`src/rtl/mem_wr_pkg.sv`:
```
// Shared types and defaults for the burst write sequencer.
// Holds the FSM encoding and the default memory geometry.
package mem_wr_pkg;

    localparam int ADDR_W_DEF = 5;
    localparam int DATA_W_DEF = 32;
    localparam int MEM_DEPTH  = 2 ** ADDR_W_DEF;

    typedef enum logic [1:0] {
        ST_IDLE  = 2'd0,
        ST_WRITE = 2'd1,
        ST_DONE  = 2'd2
    } state_e;

endpackage

```
`src/rtl/mem_wr_csum.sv`:
```
// Running XOR of the words written during one burst.
// Cleared on command accept, holds after the burst ends.
module mem_wr_csum
    import mem_wr_pkg::*;
#(
    parameter int DATA_W = DATA_W_DEF
) (
    input  logic              clk,
    input  logic              rst_n,
    input  logic              clr,
    input  logic              en,
    input  logic [DATA_W-1:0] data,
    output logic [DATA_W-1:0] csum
);

    logic [DATA_W-1:0] csum_q;

    // Clear on a new command, fold in each written word.
    always_ff @(posedge clk or negedge rst_n) begin
        if (!rst_n) begin
            csum_q <= '0;
        end else if (clr) begin
            csum_q <= '0;
        end else if (en) begin
            csum_q <= csum_q ^ data;
        end
    end

    assign csum = csum_q;

endmodule

```
`src/rtl/mem_burst_writer.sv`:
```
// Burst write sequencer for a 2**ADDR_W x DATA_W single-port memory.
// Define MEM_BURST_WR_CSUM_EN to add the checksum output.
module mem_burst_writer
    import mem_wr_pkg::*;
#(
    parameter int ADDR_W = ADDR_W_DEF,
    parameter int DATA_W = DATA_W_DEF
) (
    input  logic              clk,
    input  logic              rst_n,
    input  logic              cmd_valid,
    output logic              cmd_ready,
    input  logic [ADDR_W-1:0] cmd_base,
    input  logic [ADDR_W:0]   cmd_len,
    input  logic              in_valid,
    output logic              in_ready,
    input  logic [DATA_W-1:0] in_data,
    input  logic              abort,
    output logic              wr_enable,
    output logic [ADDR_W-1:0] write_addr,
    output logic [DATA_W-1:0] write_data,
    output logic              busy,
    output logic              done
`ifdef MEM_BURST_WR_CSUM_EN
    ,
    output logic [DATA_W-1:0] checksum
`endif
);

    localparam logic [ADDR_W:0] DEPTH = {1'b1, {ADDR_W{1'b0}}};
    localparam logic [ADDR_W:0] ONE   = {{ADDR_W{1'b0}}, 1'b1};

    state_e            state_q, state_d;
    logic [ADDR_W-1:0] ptr_q, ptr_d;
    logic [ADDR_W:0]   cnt_q, cnt_d;
    logic              wr_en_q, wr_en_d;
    logic [ADDR_W-1:0] waddr_q, waddr_d;
    logic [DATA_W-1:0] wdata_q, wdata_d;
    logic              done_q, done_d;

    // State, pointer, counter and registered memory-side outputs.
    always_ff @(posedge clk or negedge rst_n) begin
        if (!rst_n) begin
            state_q <= ST_IDLE;
            ptr_q   <= '0;
            cnt_q   <= '0;
            wr_en_q <= 1'b0;
            waddr_q <= '0;
            wdata_q <= '0;
            done_q  <= 1'b0;
        end else begin
            state_q <= state_d;
            ptr_q   <= ptr_d;
            cnt_q   <= cnt_d;
            wr_en_q <= wr_en_d;
            waddr_q <= waddr_d;
            wdata_q <= wdata_d;
            done_q  <= done_d;
        end
    end

    // Next state, beat handling and ready/busy decode from state.
    always_comb begin
        state_d   = state_q;
        ptr_d     = ptr_q;
        cnt_d     = cnt_q;
        wr_en_d   = 1'b0;
        waddr_d   = waddr_q;
        wdata_d   = wdata_q;
        done_d    = 1'b0;
        cmd_ready = 1'b0;
        in_ready  = 1'b0;
        busy      = 1'b0;
        unique case (state_q)
            ST_IDLE: begin
                cmd_ready = 1'b1;
                if (cmd_valid) begin
                    ptr_d = cmd_base;
                    cnt_d = (cmd_len > DEPTH) ? DEPTH : cmd_len;
                    if (cmd_len == '0) begin
                        // Nothing to commit: report right away.
                        state_d = ST_DONE;
                        done_d  = 1'b1;
                    end else begin
                        state_d = ST_WRITE;
                    end
                end
            end
            ST_WRITE: begin
                in_ready = 1'b1;
                busy     = 1'b1;
                if (abort) begin
                    state_d = ST_IDLE;
                end else if (in_valid) begin
                    wr_en_d = 1'b1;
                    waddr_d = ptr_q;
                    wdata_d = in_data;
                    ptr_d   = ptr_q + 1'b1;
                    cnt_d   = cnt_q - ONE;
                    if (cnt_q == ONE) begin
                        state_d = ST_DONE;
                    end
                end
            end
            ST_DONE: begin
                // Pulse once the last strobe's word has been committed.
                done_d  = wr_en_q;
                state_d = ST_IDLE;
            end
            default: begin
                state_d = ST_IDLE;
            end
        endcase
    end

    assign wr_enable  = wr_en_q;
    assign write_addr = waddr_q;
    assign write_data = wdata_q;
    assign done       = done_q;

`ifdef MEM_BURST_WR_CSUM_EN
    logic cmd_acc;
    logic beat;

    assign cmd_acc = (state_q == ST_IDLE) && cmd_valid;
    assign beat    = (state_q == ST_WRITE) && in_valid && !abort;

    mem_wr_csum #(
        .DATA_W (DATA_W)
    ) u_csum (
        .clk   (clk),
        .rst_n (rst_n),
        .clr   (cmd_acc),
        .en    (beat),
        .data  (in_data),
        .csum  (checksum)
    );
`endif

endmodule

```
`config.mk`:
```
export PLATFORM = sky130hd
export DESIGN_NAME = mem_burst_writer
export DESIGN_NICKNAME = d
export VERILOG_FILES = /design/src/rtl/mem_wr_pkg.sv /design/src/rtl/mem_wr_csum.sv /design/src/rtl/mem_burst_writer.sv
export SDC_FILE = /design/constraint.sdc
export NUM_CORES = 1
export LEC_CHECK = 0
export CAP_MARGIN = 25
export CELL_PAD_IN_SITES_DETAIL_PLACEMENT = 1
export CELL_PAD_IN_SITES_GLOBAL_PLACEMENT = 1
export CORE_MARGIN = 5
export CORE_UTILIZATION = 33
export DETAILED_ROUTE_END_ITERATION = 8
export GPL_ROUTABILITY_DRIVEN = 0
export PLACE_DENSITY = 0.74
export REMOVE_ABC_BUFFERS = 1
export SYNTH_ARGS = -nofsm -noshare
export SYNTH_HDL_FRONTEND = slang
export SYNTH_SLANG_ARGS = --single-unit
```
`constraint.sdc`:
```
create_clock -name clk -period 1.67 [get_ports clk]
set_input_delay 0.334 -clock clk [delete_from_list [all_inputs] [get_ports clk]]
set_output_delay 0.334 -clock clk [all_outputs]
set_load 0.03 [all_outputs]
```
==> results.toml, run 1 <==
[drt]
drtIter0Drc = 47
dr_total_vias = 1863
wirelength_um = 6330
remaining_drc_errors = 0
drt_pass1_iterations = 4
drt-wirelength-per-cell_um = 16.6
post_drt_via_cell_ratio = 4.89
final_antenna_net_count = 0

[power]
fin_total_pwr_mw = 5.71
p_leak_nw = 1.55
power.ir.vdd_worst_mv = 0.771
power_density_mw_per_mm2 = 1640

[placed_design]
placed_cell_area_mm2 = 0.00342
io_buffer_count = 89
dpl.hpwl_um = 4810

[worst_setup_path]
worst_ep_arrival_time_ns = 1.76
worstReg2RegStart = "state_q[1]"
worstRegToRegCells = 4
worst_reg2reg_setup_slack_ns = 0.11
critPathLaunch = "cmd_valid"
critical_path.startpoint_type = "primary input"
setup.worst_path.class = "primary input to flip-flop"
crit_required_ns = 1.85
critPathCapture = "ptr_q[1]"
regToRegEndpoint = "write_data[20]"
timing.critical_path.fanout_max = 6
crit_path_end_kind = "flip-flop"

[clock_tree]
clock_insertion_delay_worst_skew_ns = 0.30
worst_setup_hold_path_clk_slew_ns = 0.10
cts.root.buffer_cell = "clkbuf_8"
cts.htree.levels = 2
cts_tree = "built"
clock_sink_count = 52
tritoncts.num_buffers = 5
cts-root-to-sink-buffers = 2

[global_routing]
vias_in_the_first_global_route = 2154
track_usage_pct = 15.1
grt_max_degree = 33
grt_overflow = 0
number_of_antenna_violations_at_the_first_check_in_global_routing = 0
grt_first_pass_wirelength_um = 10400

[synth]
total_of_warnings_raised_by_yosys = 0
synthesis.instances = 178
post_synth_arst_share_pct = 100
synth_area_mm2 = 0.00231
number_of_flip_flops_and_latches_in_the_synthesized_netlist = 52
yosys.cell_types.count = 39
synth_flop_cell = "dfrtp_1"
synthesis.area_per_instance_um2 = 13.0
seq_area_frac_synth_pct = 56.4
post_synth_edffs = 0

[cells_and_area]
area_growth_pct = 51.1
layout.nets = 335
num_antenna_cells = 0
final.fill_count = 714
layout.cell_area.non_filler_mm2 = 0.00348
layout.cells.most_common = "dfrtp_1"
mostFrequentLayoutCells = "dfrtp_1, clkdlybuf4s50_1, dlygate4sd2_1"
final_layout_size_suffix_gt1_share_pct = 26.0

[timing]
worst_slew_pin_slew_ns = 0.488
clock-skew-final_ns = 0.00670
final-setup-viol-count = 0
maxSlewViolCount = 0
worst_slew_margin_rel_pct = 67.5
fin_crit_sh_pct = 94.6
hold_slack_ns = 0.507
unrepaired_setup_endpoints_after_global_routing = "false"
timing.fmax_mhz = 633
hold_viol = 0
layout_min_cycle_time_ns = 1.58

[die]
top_level_ports = 90
die_area_mm2 = 0.00876
chipWidth_um = 93.6
die-height_um = 93.6
design.core.area_mm2 = 0.00679
row_count = 30
initial_core_util_pct = 33.9

[job]
drv.max_cap_violation_count = 0

[run_status]
outcome = "finished, final reports clean"

[min_path]
hold_class = "primary input to asynchronous set/reset pin"
[worst max-delay path, cell delays in order]
cell	delay, ns
clkdlybuf4s50_1	0.52
or3b_2	0.54
nand2_1	0.24
a31oi_1	0.12
[kinds of logic after synthesis]
family,share of synthesized area [%]
flip-flops,56.4
multiplexers,18.9
AND/OR/NAND/NOR,10.2
AO/OA/AOI/OAI,9.39
buffers and inverters,3.42
adder cells (fa/ha/maj),1.63
[flip-flops by register name, summed over array words and instances, names as in the netlist]
name and flops:
cnt_q 6, done 1, ptr_q 5, state_q 2, wr_enable 1, write_addr 5, write_data 32
[worst min path at each step]
stage / start / to / slack [ns] / cells past startpoint
after floorplan: rst_n / cnt_q[0] / 0.04 / 0
after global placement: rst_n / write_data[25] / 0.31 / 1
after detailed placement: rst_n / write_data[11] / 0.32 / 1
after CTS: rst_n / write_data[11] / 0.51 / 2
after global routing: write_data[31] / write_data[31] / 0.53 / 1
final: rst_n / write_data[11] / 0.51 / 2
[stage by stage]
| stage | instances | setup slack [ns] | utilization [%] | TNS [ns] |
|---|---|---|---|---|
| floorplan | 168 | -0.735 | - | -28.92 |
| global placement | 371 | -0.182 | 50.3 | -7.41 |
| detailed placement | 371 | -0.224 | 50.3 | -7.97 |
| CTS | 381 | 0.0146 | 51.3 | 0 |
| global route | 381 | 0.0322 | 51.3 | 0 |
| finish | 381 | 0.0902 | 51.3 | 0 |
[report_power, final]
| part | switching [mW] | internal (mW) |
|---|---|---|
| clock | 0.429 | 0.340 |
| sequential | 0.350 | 1.79 |
| combinational | 1.61 | 1.19 |
| total | 2.39 | 3.32 |
[synth_stat cells, types with 2 or more instances]
| library cell | instances | share of area (%) |
|---|---|---|
| dfrtp_1 | 52 | 56 |
| mux2_2 | 37 | 18 |
| inv_1 | 7 | 1.1 |
| o22ai_1 | 7 | 1.9 |
| buf_2 | 6 | 1.3 |
| nand2_1 | 6 | 0.98 |
| nand3_1 | 5 | 1.1 |
| a22oi_1 | 4 | 1.3 |
| a31oi_1 | 4 | 1.1 |
| nand3b_1 | 4 | 1.3 |
| nor3_1 | 4 | 0.87 |
| clkbuf_1 | 3 | 0.49 |
| ha_1 | 3 | 1.6 |
| nor2_1 | 3 | 0.49 |
| o2bb2ai_1 | 3 | 1.1 |
| a21oi_1 | 2 | 0.43 |
| a2bb2oi_1 | 2 | 0.76 |
| mux2i_1 | 2 | 0.87 |
| nand2b_1 | 2 | 0.54 |
| nor4_1 | 2 | 0.54 |
| o311ai_0 | 2 | 0.76 |
[layout make-up]
| cell class | instances | area, µm² | area share [%] |
|---|---|---|---|
| Inverter | 8 | 30.0 | 0.862 |
| Clock buffer | 6 | 82.6 | 2.37 |
| Tap cell | 96 | 120 | 3.45 |
| Timing Repair Buffer | 109 | 1010 | 29.0 |
| Sequential cell | 52 | 1300 | 37.3 |
| Clock inverter | 2 | 13.8 | 0.395 |
| Multi-Input combinational cell | 108 | 926 | 26.6 |
[metal layers]
layer	routed length [µm]	part of all wire, %	GRT usage (%)
met1	2620	41	18.1
met5	0	0	0
met2	2730	43	22.8
met3	927	15	9.81
met4	52	0.82	3.25
[timing repair]
| action | 4_1_cts | 5_1_grt |
|---|---|---|
| hold buffers | 1 | 0 |
| buffers inserted | 1 | 0 |
| setup endpoints to repair | 40 | 1 |
| hold endpoints to repair | 18 | 0 |
| gates resized for setup | 39 | 1 |
Power figures use the tool's default switching activity.
==> run 2: changes to the inputs <==
Settings changed: ABC_AREA set to 1, CORE_UTILIZATION 33 to 31.
==> run 2 against run 1 <==
- the flow now finishes with violations (negative hold slack)
- clock-buffer cell count is the same
- fmax shrank 0.37%
- critical endpoint is now in_ready
- clock power is 4.6% lower
- critical path type is now flip-flop to output pin
==> results.toml, run 2 <==
[run_status]
outcome = "finished with violations"
violations = "negative hold slack"

[synth]
post_synth_edffs = 0
synth_largest_area_cell = "dfrtp_1"
synth_largest_type_area_fraction_pct = 54.0
number_of_flip_flops_and_latches_in_the_synthesized_netlist = 52
post_synth_arst_share_pct = 100
synthesis.instances = 290
yosys.cell_types.count = 22
seq_area_frac_synth_pct = 54.0
synthTopCellsByArea = "dfrtp_1, nand2_1, inv_1"
yosys-top-cells-count = "nand2_1, dfrtp_1, inv_1, nor2_1, o21ai_0"
synth_flop_cell = "dfrtp_1"
yosysMostFrequentCell = "nand2_1"
total_of_warnings_raised_by_yosys = 0
synth_area_mm2 = 0.00241
synthesis.area_per_instance_um2 = 8.31

[global_routing]
vias_in_the_first_global_route = 2502
number_of_antenna_violations_at_the_first_check_in_global_routing = 0
grt_first_pass_wirelength_um = 11300
track_usage_pct = 14.2
grt_max_degree = 53
grt_overflow = 0

[drt]
drt_pass1_iterations = 4
m1WireLength_um = 2830
post_drt_via_cell_ratio = 4.47
drtIter0Drc = 34
dr_total_vias = 2162
remaining_drc_errors = 0
routed-wl-met2_um = 3210
wirelength_um = 6540
final_antenna_net_count = 0
met3RoutedLength_um = 366
drt-wirelength-per-cell_um = 13.5
highest-signal-layer = "met4"

[clock_tree]
cts-root-to-sink-buffers = 2
postCtsSetupRepairBufs = 0
cts.root.buffer_cell = "clkbuf_8"
worst_setup_hold_path_clk_slew_ns = 0.10
clock_sink_count = 52
tritoncts.num_buffers = 5
cts.repair.resized = 39
cts_hold_buffers = 0
cts_tree = "built"
cts.htree.levels = 2
clock_insertion_delay_worst_skew_ns = 0.31

[cells_and_area]
mostFrequentLayoutCells = "nand2_1, dfrtp_1, clkdlybuf4s50_1"
final.fill_count = 925
area_growth_pct = 43.0
multi_input_gate_area_um2 = 928
layout.cells.most_common = "nand2_1"
layout.nets = 432
final_layout_size_suffix_gt1_share_pct = 7.85
layout.cells.non_filler = 484
largest_reg_flops = 32
num_antenna_cells = 0
layout.area.seq_mm2 = 0.00130

[power]
power_density_mw_per_mm2 = 1870
p_leak_nw = 1.83
power.ir.vdd_worst_mv = 0.761
fin_total_pwr_mw = 6.46

[timing]
worst_slew_margin_rel_pct = 77.8
final-setup-viol-count = 0
hold_slack_ns = -0.00949
unrepaired_setup_endpoints_after_global_routing = "false"
setup_ws_ns = 0.0843
layout_min_cycle_time_ns = 1.59
clock-skew-final_ns = 0.00670
worst_slew_pin_slew_ns = 0.334
timing.fmax_mhz = 631
hold_viol = 9
fin_crit_sh_pct = 95.0
maxSlewViolCount = 0
timing.setup.tns_ns = 0

[worst_setup_path]
crit_path_top_delay_cell = "dfrtp_1"
setup.worst_path.class = "flip-flop to output pin"
crit_required_ns = 1.34
timing.critical_path.fanout_max = 10
worst_path_dominant_cell_family = "flip-flops"
crit_path_cells = "nor2_8 -> buf_4"
worst_ep_arrival_time_ns = 1.25
critical_path.startpoint_type = "flip-flop"
crit_path_end_kind = "output pin"
timing.critical_path.slowest_cell_delay_ns = 0.50
path_buf_inv = 1

[die]
initial_core_util_pct = 31.5
design.core.area_mm2 = 0.00765
die-height_um = 98.2
row_count = 32
chipWidth_um = 98.2
die_area_mm2 = 0.00964
top_level_ports = 90

[placed_design]
post-place-ws_ns = -0.0000994
io_buffer_count = 89
dpl.hpwl_um = 4960
post-place-cells = 476

[job]
drv.max_cap_violation_count = 0

[min_path]
hold_class = "primary input to asynchronous set/reset pin"
run 2: cell types whose count changed after synthesis, sizes merged, moves of 5 or more:
cell,change
nand2,+138
mux2,-37
nor2,+16
o21ai,+16
inv,+14
nand3,+5
run 2: metal layers:
| metal | GRT usage, % | up-vias |
|---|---|---|
| met5 | 0 | - |
| met1 | 16.7 | 1026 |
| met3 | 3.93 | 12 |
| met4 | 5.15 | 0 |
| li1 | - | 1070 |
| met2 | 24.7 | 54 |
run 2: final timing paths:
check                                 to  cells after the start  slack, ns          start
max                             in_ready                      2       0.08     state_q[1]
min                                 done                      2     -0.009          rst_n
max reg2reg                     cnt_q[4]                      8       0.28     state_q[1]
min reg2reg                write_data[6]                      2       0.48  write_data[6]
max in group asynchronous       cnt_q[3]                      2       1.42          rst_n
min in group clk           write_data[6]                      2       0.48  write_data[6]
run 2: per-stage QoR:
step,instance area (µm²),utilization [%]
2_1_floorplan,2310,-
3_3_place_gp,3410,44.6
3_5_place_dp,3410,44.6
4_1_cts,3450,45.1
5_1_grt,3450,45.1
6_report,3450,45.1
run 2: cell type report:
class	count	area share [%]
clock buffer	6	2.11
inverter	21	2.29
timing repair buffer	95	26.8
multi-input combinational	206	26.9
sequential	52	37.7
clock inverter	2	0.399
tap	102	3.70
run 2: cell families (layout without fill, tap and decap cells):
family,Yosys count,in the layout,share of synthesized area (%)
flip-flops,52,52,54.0
XOR/XNOR,1,1,0.363
AND/OR/NAND/NOR,180,180,31.1
adder cells (fa/ha/maj),3,3,1.56
AO/OA/AOI/OAI,22,22,5.45
buffers and inverters,32,124,7.52
run 2: worst reg2reg max path, cell delays in order, from the launching register on:
cell and delay (ns):
dfrtp_1 0.54, inv_1 0.07, nand2_1 0.21, buf_4 0.21, nor2_1 0.05, nand2_1 0.06
nand2_1 0.04, nand2_1 0.05, nand2_1 0.05
run 2: power breakdown:
group,switching (mW),total [mW],internal [mW]
Sequential,0.404,2.26,1.86
Combinational,2.26,3.47,1.21
Clock,0.434,0.734,0.300
==> run 3: changes to the inputs <==
Clock period 1.67 ns to 1.7 ns, I/O delays scaled along.
==> run 3 against run 2 <==
- the run now ends clean
- largest cell class unchanged
- combinational power increased by 1%
- sequential cell count unchanged
- via count decreased by 0.19%
- sequential power about the same
- clock skew increased by 0.0045 ns
- die area unchanged
- non-clock buffer count unchanged
- register-to-register slack about the same
- routed wire length increased by 2.9%
- clock-buffer cell count unchanged
==> results.toml, run 3 (same netlist as run 2, synthesis figures left out) <==
[timing]
worst_slew_margin_rel_pct = 77.2
fin_crit_sh_pct = 97.8
hold_viol = 0
timing.fmax_mhz = 602
setup_ws_ns = 0.0382
final-setup-viol-count = 0
clock-skew-final_ns = 0.0112
unrepaired_setup_endpoints_after_global_routing = "false"
layout_min_cycle_time_ns = 1.66
maxSlewViolCount = 0
worst_slew_pin_slew_ns = 0.343

[cells_and_area]
layout.area.seq_mm2 = 0.00130
num_antenna_cells = 0
largest_reg_flops = 32
layout.nets = 432
final.fill_count = 915
multi_input_gate_area_um2 = 928
utilization_after_layout_pct = 45.7
final_layout_size_suffix_gt1_share_pct = 7.85
area_growth_pct = 45.1
layout.cells.most_common = "nand2_1"
mostFrequentLayoutCells = "nand2_1, dfrtp_1, clkdlybuf4s50_1"

[placed_design]
post-place-ws_ns = -0.0202
dpl.hpwl_um = 5180
io_buffer_count = 89

[power]
power_report.internal_total_mw = 3.39
sw_frac_of_total_pct = 47.4
p_switching_mw = 3.06
power_density_mw_per_mm2 = 1850
clock_network_fraction_of_total_power_pct = 11.0
fraction_of_power_consumed_by_combinational_cells_pct = 54.4
p_seq_share_pct = 34.6
p_leak_nw = 1.96
power.ir.vdd_worst_mv = 0.757

[job]
drv.max_cap_violation_count = 0

[worst_setup_path]
worst_ep_arrival_time_ns = 1.32
crit_path_top_delay_cell = "clkdlybuf4s50_1"
critical_path.startpoint_type = "flip-flop"
crit_path_cells = "clkdlybuf4s50_1"
setup.worst_path.class = "flip-flop to output pin"
crit_path_end_kind = "output pin"
worst_path_dominant_cell_family = "buffers and inverters"
crit_required_ns = 1.36
timing.critical_path.slowest_cell_delay_ns = 0.67
path_buf_inv = 1
timing.critical_path.fanout_max = 2

[clock_tree]
tritoncts.num_buffers = 5
clock_sink_count = 52
clock_insertion_delay_worst_skew_ns = 0.30
postCtsSetupRepairBufs = 0
worst_setup_hold_path_clk_slew_ns = 0.10
cts-root-to-sink-buffers = 2
cts_tree = "built"
cts.root.buffer_cell = "clkbuf_8"
cts.htree.levels = 2

[drt]
wirelength_um = 6730
dr_total_vias = 2158
drt_pass1_iterations = 4
drtIter0Drc = 51
remaining_drc_errors = 0
post_drt_via_cell_ratio = 4.46
drt-wirelength-per-cell_um = 13.9
final_antenna_net_count = 0

[die]
initial_core_util_pct = 31.5
row_count = 32
top_level_ports = 90
chipWidth_um = 98.2
die_area_mm2 = 0.00964
design.core.area_mm2 = 0.00765
die-height_um = 98.2

[min_path]
hold_class = "primary input to asynchronous set/reset pin"

[run_status]
outcome = "finished, final reports clean"

[global_routing]
vias_in_the_first_global_route = 2438
grt_overflow = 0
grt_max_degree = 53
track_usage_pct = 14.5
number_of_antenna_violations_at_the_first_check_in_global_routing = 0
grt_first_pass_wirelength_um = 11600
[run 3: cell types whose count changed in the layout (fill, tap and decap cells not counted), sizes merged]
cell	previous run	this run
dlygate4sd2	39	24
dlymetal6s2s	0	13
clkdlybuf4s50	46	48
[run 3: routing by layer]
layer	vias to the layer above	routed length (µm)	GRT usage, %
met5	-	0	0
met4	0	99	4.31
met3	7	324	3.36
met2	56	3390	25.5
met1	1023	2910	17.7
li1	1072	-	-
[run 3: power by group through the flow]
stage	Clock [mW]	Combinational, mW	Sequential, mW
final	0.712	3.51	2.23
after global routing	0.794	3.86	2.34
after CTS	0.747	3.61	2.25
after detailed placement	0	3.81	2.27
after global placement	0	3.71	2.26
after floorplan	0	1.29	3.11
[run 3: repair_timing]
| item | 4_1_cts | 5_1_grt |
|---|---|---|
| gates resized for setup | 24 | 13 |
| pin swaps | 0 | 0 |
| hold buffers | 0 | 0 |
| hold endpoints to repair | 0 | 0 |
| cloned | 0 | 0 |
| endpoints found under the setup margin | 24 | 13 |
[run 3: layout make-up]
class / count / area share [%]
inverter: 21 / 2.25
clock inverter: 2 / 0.393
clock buffer: 6 / 2.07
multi-input combinational: 206 / 26.5
timing repair buffer: 95 / 27.9
tap: 102 / 3.65
sequential: 52 / 37.2
[run 3: worst paths after layout]
check / startpoint / slack (ns) / end / depth (start not counted)
max in group asynchronous: rst_n / 1.44 / ptr_q[0] / 2
worst max-delay path: write_data[20] / 0.04 / write_data[20] / 1
worst min-delay path: rst_n / 0.004 / done / 2
worst max register to register: state_q[1] / 0.27 / cnt_q[3] / 8
min in group clk: write_data[0] / 0.48 / write_data[0] / 2
worst min register to register: write_data[0] / 0.48 / write_data[0] / 2
[run 3: through the flow]
stage	power [mW]	setup TNS [ns]	hold WS, ns	instances	area (µm²)
5_1_grt	7.00	0	0.00956	484	3500
6_report	6.46	0	0.00353	484	3500
3_5_place_dp	6.08	-0.0280	0.362	476	3410
4_1_cts	6.60	0	0.0173	484	3470
2_1_floorplan	4.40	0	0.0444	279	2310
3_3_place_gp	5.97	0	0.358	476	3410
==> edit: new RTL, flow settings as in run 2 <==
The option `MEM_BURST_WR_CSUM_EN` is turned on by a define.
--- a/src/rtl/mem_burst_writer.sv
+++ b/src/rtl/mem_burst_writer.sv
@@ -2,2 +2,4 @@
 // Define MEM_BURST_WR_CSUM_EN to add the checksum output.
+`define MEM_BURST_WR_CSUM_EN
+
 module mem_burst_writer
Function (old outputs only; new: checksum): kept (Yosys induction, for registers that start in step).
==> edit against run 2 <==
- the flow now finishes without violations
- combinational power grew 35%
- sequential power is 48% higher
- synthesized area is 60% higher
- synthesized cell count rose by 65%
- sequential cell count is 32 higher
- largest power group unchanged
- total power is 53% higher
- wire length is 72% higher
- count of clock-buffer cells in the layout up 7
- cell area grew 60%
- highest routed layer unchanged
- core utilization grew 0.46 points
- setup slack worse by 56 ps
==> edit: results (changes against run 2) <==
Global routing:
- The overall track demand over capacity in global routing is 0.1586 (+0.01685).
- The met1 global-route usage is 0.2020 (+0.03474).
- The pin count of the biggest net entering global routing came to 85 (+60%).
- The global-route wire length before repair is 18.69 mm (+66%).
- The via count of the first global-routing pass came to 3788 (+51%).

Run status:
- The flow ran to the end, and the final reports show no timing, DRC or antenna violations.

Yosys:
- The sequential cell area fraction in the yosys report is 0.5465 (+0.006820).
- By area the synthesized netlist is led by sky130_fd_sc_hd__dfrtp_1, sky130_fd_sc_hd__nand2_1, sky130_fd_sc_hd__nor2_1, sky130_fd_sc_hd__inv_1, sky130_fd_sc_hd__nand2_4.
- Sorting the synthesized cells by how often they occur yields sky130_fd_sc_hd__nand2_1, sky130_fd_sc_hd__dfrtp_1, sky130_fd_sc_hd__nor2_1, sky130_fd_sc_hd__inv_1, sky130_fd_sc_hd__o21ai_0.
- The number of distinct standard cells referenced by the synthesized netlist is 25 (+14%).
- The number of instances in the synthesized netlist is 479 (+65%).

Detailed routing:
- The sum of met3 wire segment lengths after detailed routing came to 471 um (+29%).
- The met1 wire length is 5.085 mm (+80%).
- The iteration count of the initial detailed-routing pass was 2 (-2).
- The met2 wirelength from detailed routing is 5.501 mm (+71%).
- The vias after detailed routing is 3448 (+59%).
- The average vias per placed instance is 4.392 (-1.7%).
- The routed length per placed instance is 14.31 um (+5.9%).

Power and ir drop:
- The net switching share of the total power is 0.4455 (-0.03391).
- The fraction of power consumed by the clock network was 0.188 (+0.074).
- The reported clock group power is 1.85 mW (+150%).
- The worst vdd rail ir drop is 0.0006180 V (-19%).

Place:
- The number of placed cells counting well taps is 766 (+61%).
- The instance area after placement is 5303 um2 (+56%).
- The worst setup timing slack at the placement stage came to -203.6 ps (-203.5 ps).
- The number of buffer cells added on primary ports is 121 (+36%).

Critical path:
- The highest cell delay on the worst timing path is 660 ps (+160 ps).
- The largest fanout on the critical path is 1 (-9).
- The cell at the slowest stage of the critical path is sky130_fd_sc_hd__clkdlybuf4s50_1.

Finish:
- The count of filler cells inserted in the layout is 1504 (+63%).
- The final net count is 664 (+54%).
- The share of final-layout standard cells stronger than drive strength 1 is 0.09724 (+0.01871).
- The post-synthesis to final-layout area growth is 43.40%.

Clock network:
- The clock transition at the registers of the reported paths is 60 ps (-40 ps).
- The clock tree root driver cell is sky130_fd_sc_hd__clkbuf_16.
- The H-tree depth is 3 (+1).

Timing:
- The worst max-slew margin expressed relative to the limit is 0.6775 (-0.1006).
- The clock skew is 5.909 ps (-0.7869 ps).
-- edit: changes by cell type after synthesis, sizes merged --
cell	run 2	this run
nor2	19	84
nand2	144	205
dfrtp	52	84
inv	21	47
clkbuf	0	5
o22ai	3	0
buf	11	9
nor3	1	3
o21ai	16	18
a21oi	2	1
nand3b	0	1
or2	2	3
-- edit: repair_timing --
item | CTS | global route
hold buffers | 0 | 0
setup buffers | 1 | 3
resized for setup | 70 | 0
pin swaps | 1 | 0
setup endpoints to repair | 72 | 1
-- edit: path summary, 6_finish.rpt --
| path | endpoint | from | slack (ps) | depth (start not counted) |
|---|---|---|---|---|
| worst min register to register | write_data[6]$_DFFE_PN0P_ | write_data[6]$_DFFE_PN0P_ | 470 | 2 |
| worst max register to register | u_csum.csum[21]$_DFFE_PN0P_ | state_q[0]$_DFFE_PN0P_ | 120 | 11 |
| min in group clk | write_data[6]$_DFFE_PN0P_ | write_data[6]$_DFFE_PN0P_ | 470 | 2 |
| worst max-delay path | done | done$_DFF_PN0_ | 30 | 1 |
| max in group asynchronous | u_csum.csum[20]$_DFFE_PN0P_ | rst_n | 1260 | 2 |
| worst min-delay path | write_addr[0]$_DFFE_PN0P_ | rst_n | 6 | 2 |
-- edit: layout make-up --
class | instances | area share
multi-input combinational | 334 | 0.2666
tap | 168 | 0.03811
sequential | 84 | 0.3811
clock inverter | 2 | 0.001815
clock buffer | 13 | 0.04719
inverter | 47 | 0.03244
timing repair buffer | 137 | 0.2328
-- edit: cell families after synthesis --
logic type | Yosys count | share of synthesized area
AND/OR/NAND/NOR | 310 | 0.3435
flip-flops | 84 | 0.5465
buffers and inverters | 61 | 0.07124
AO/OA/AOI/OAI | 20 | 0.02668
adder cells (fa/ha/maj) | 3 | 0.009760
XOR/XNOR | 1 | 0.002278
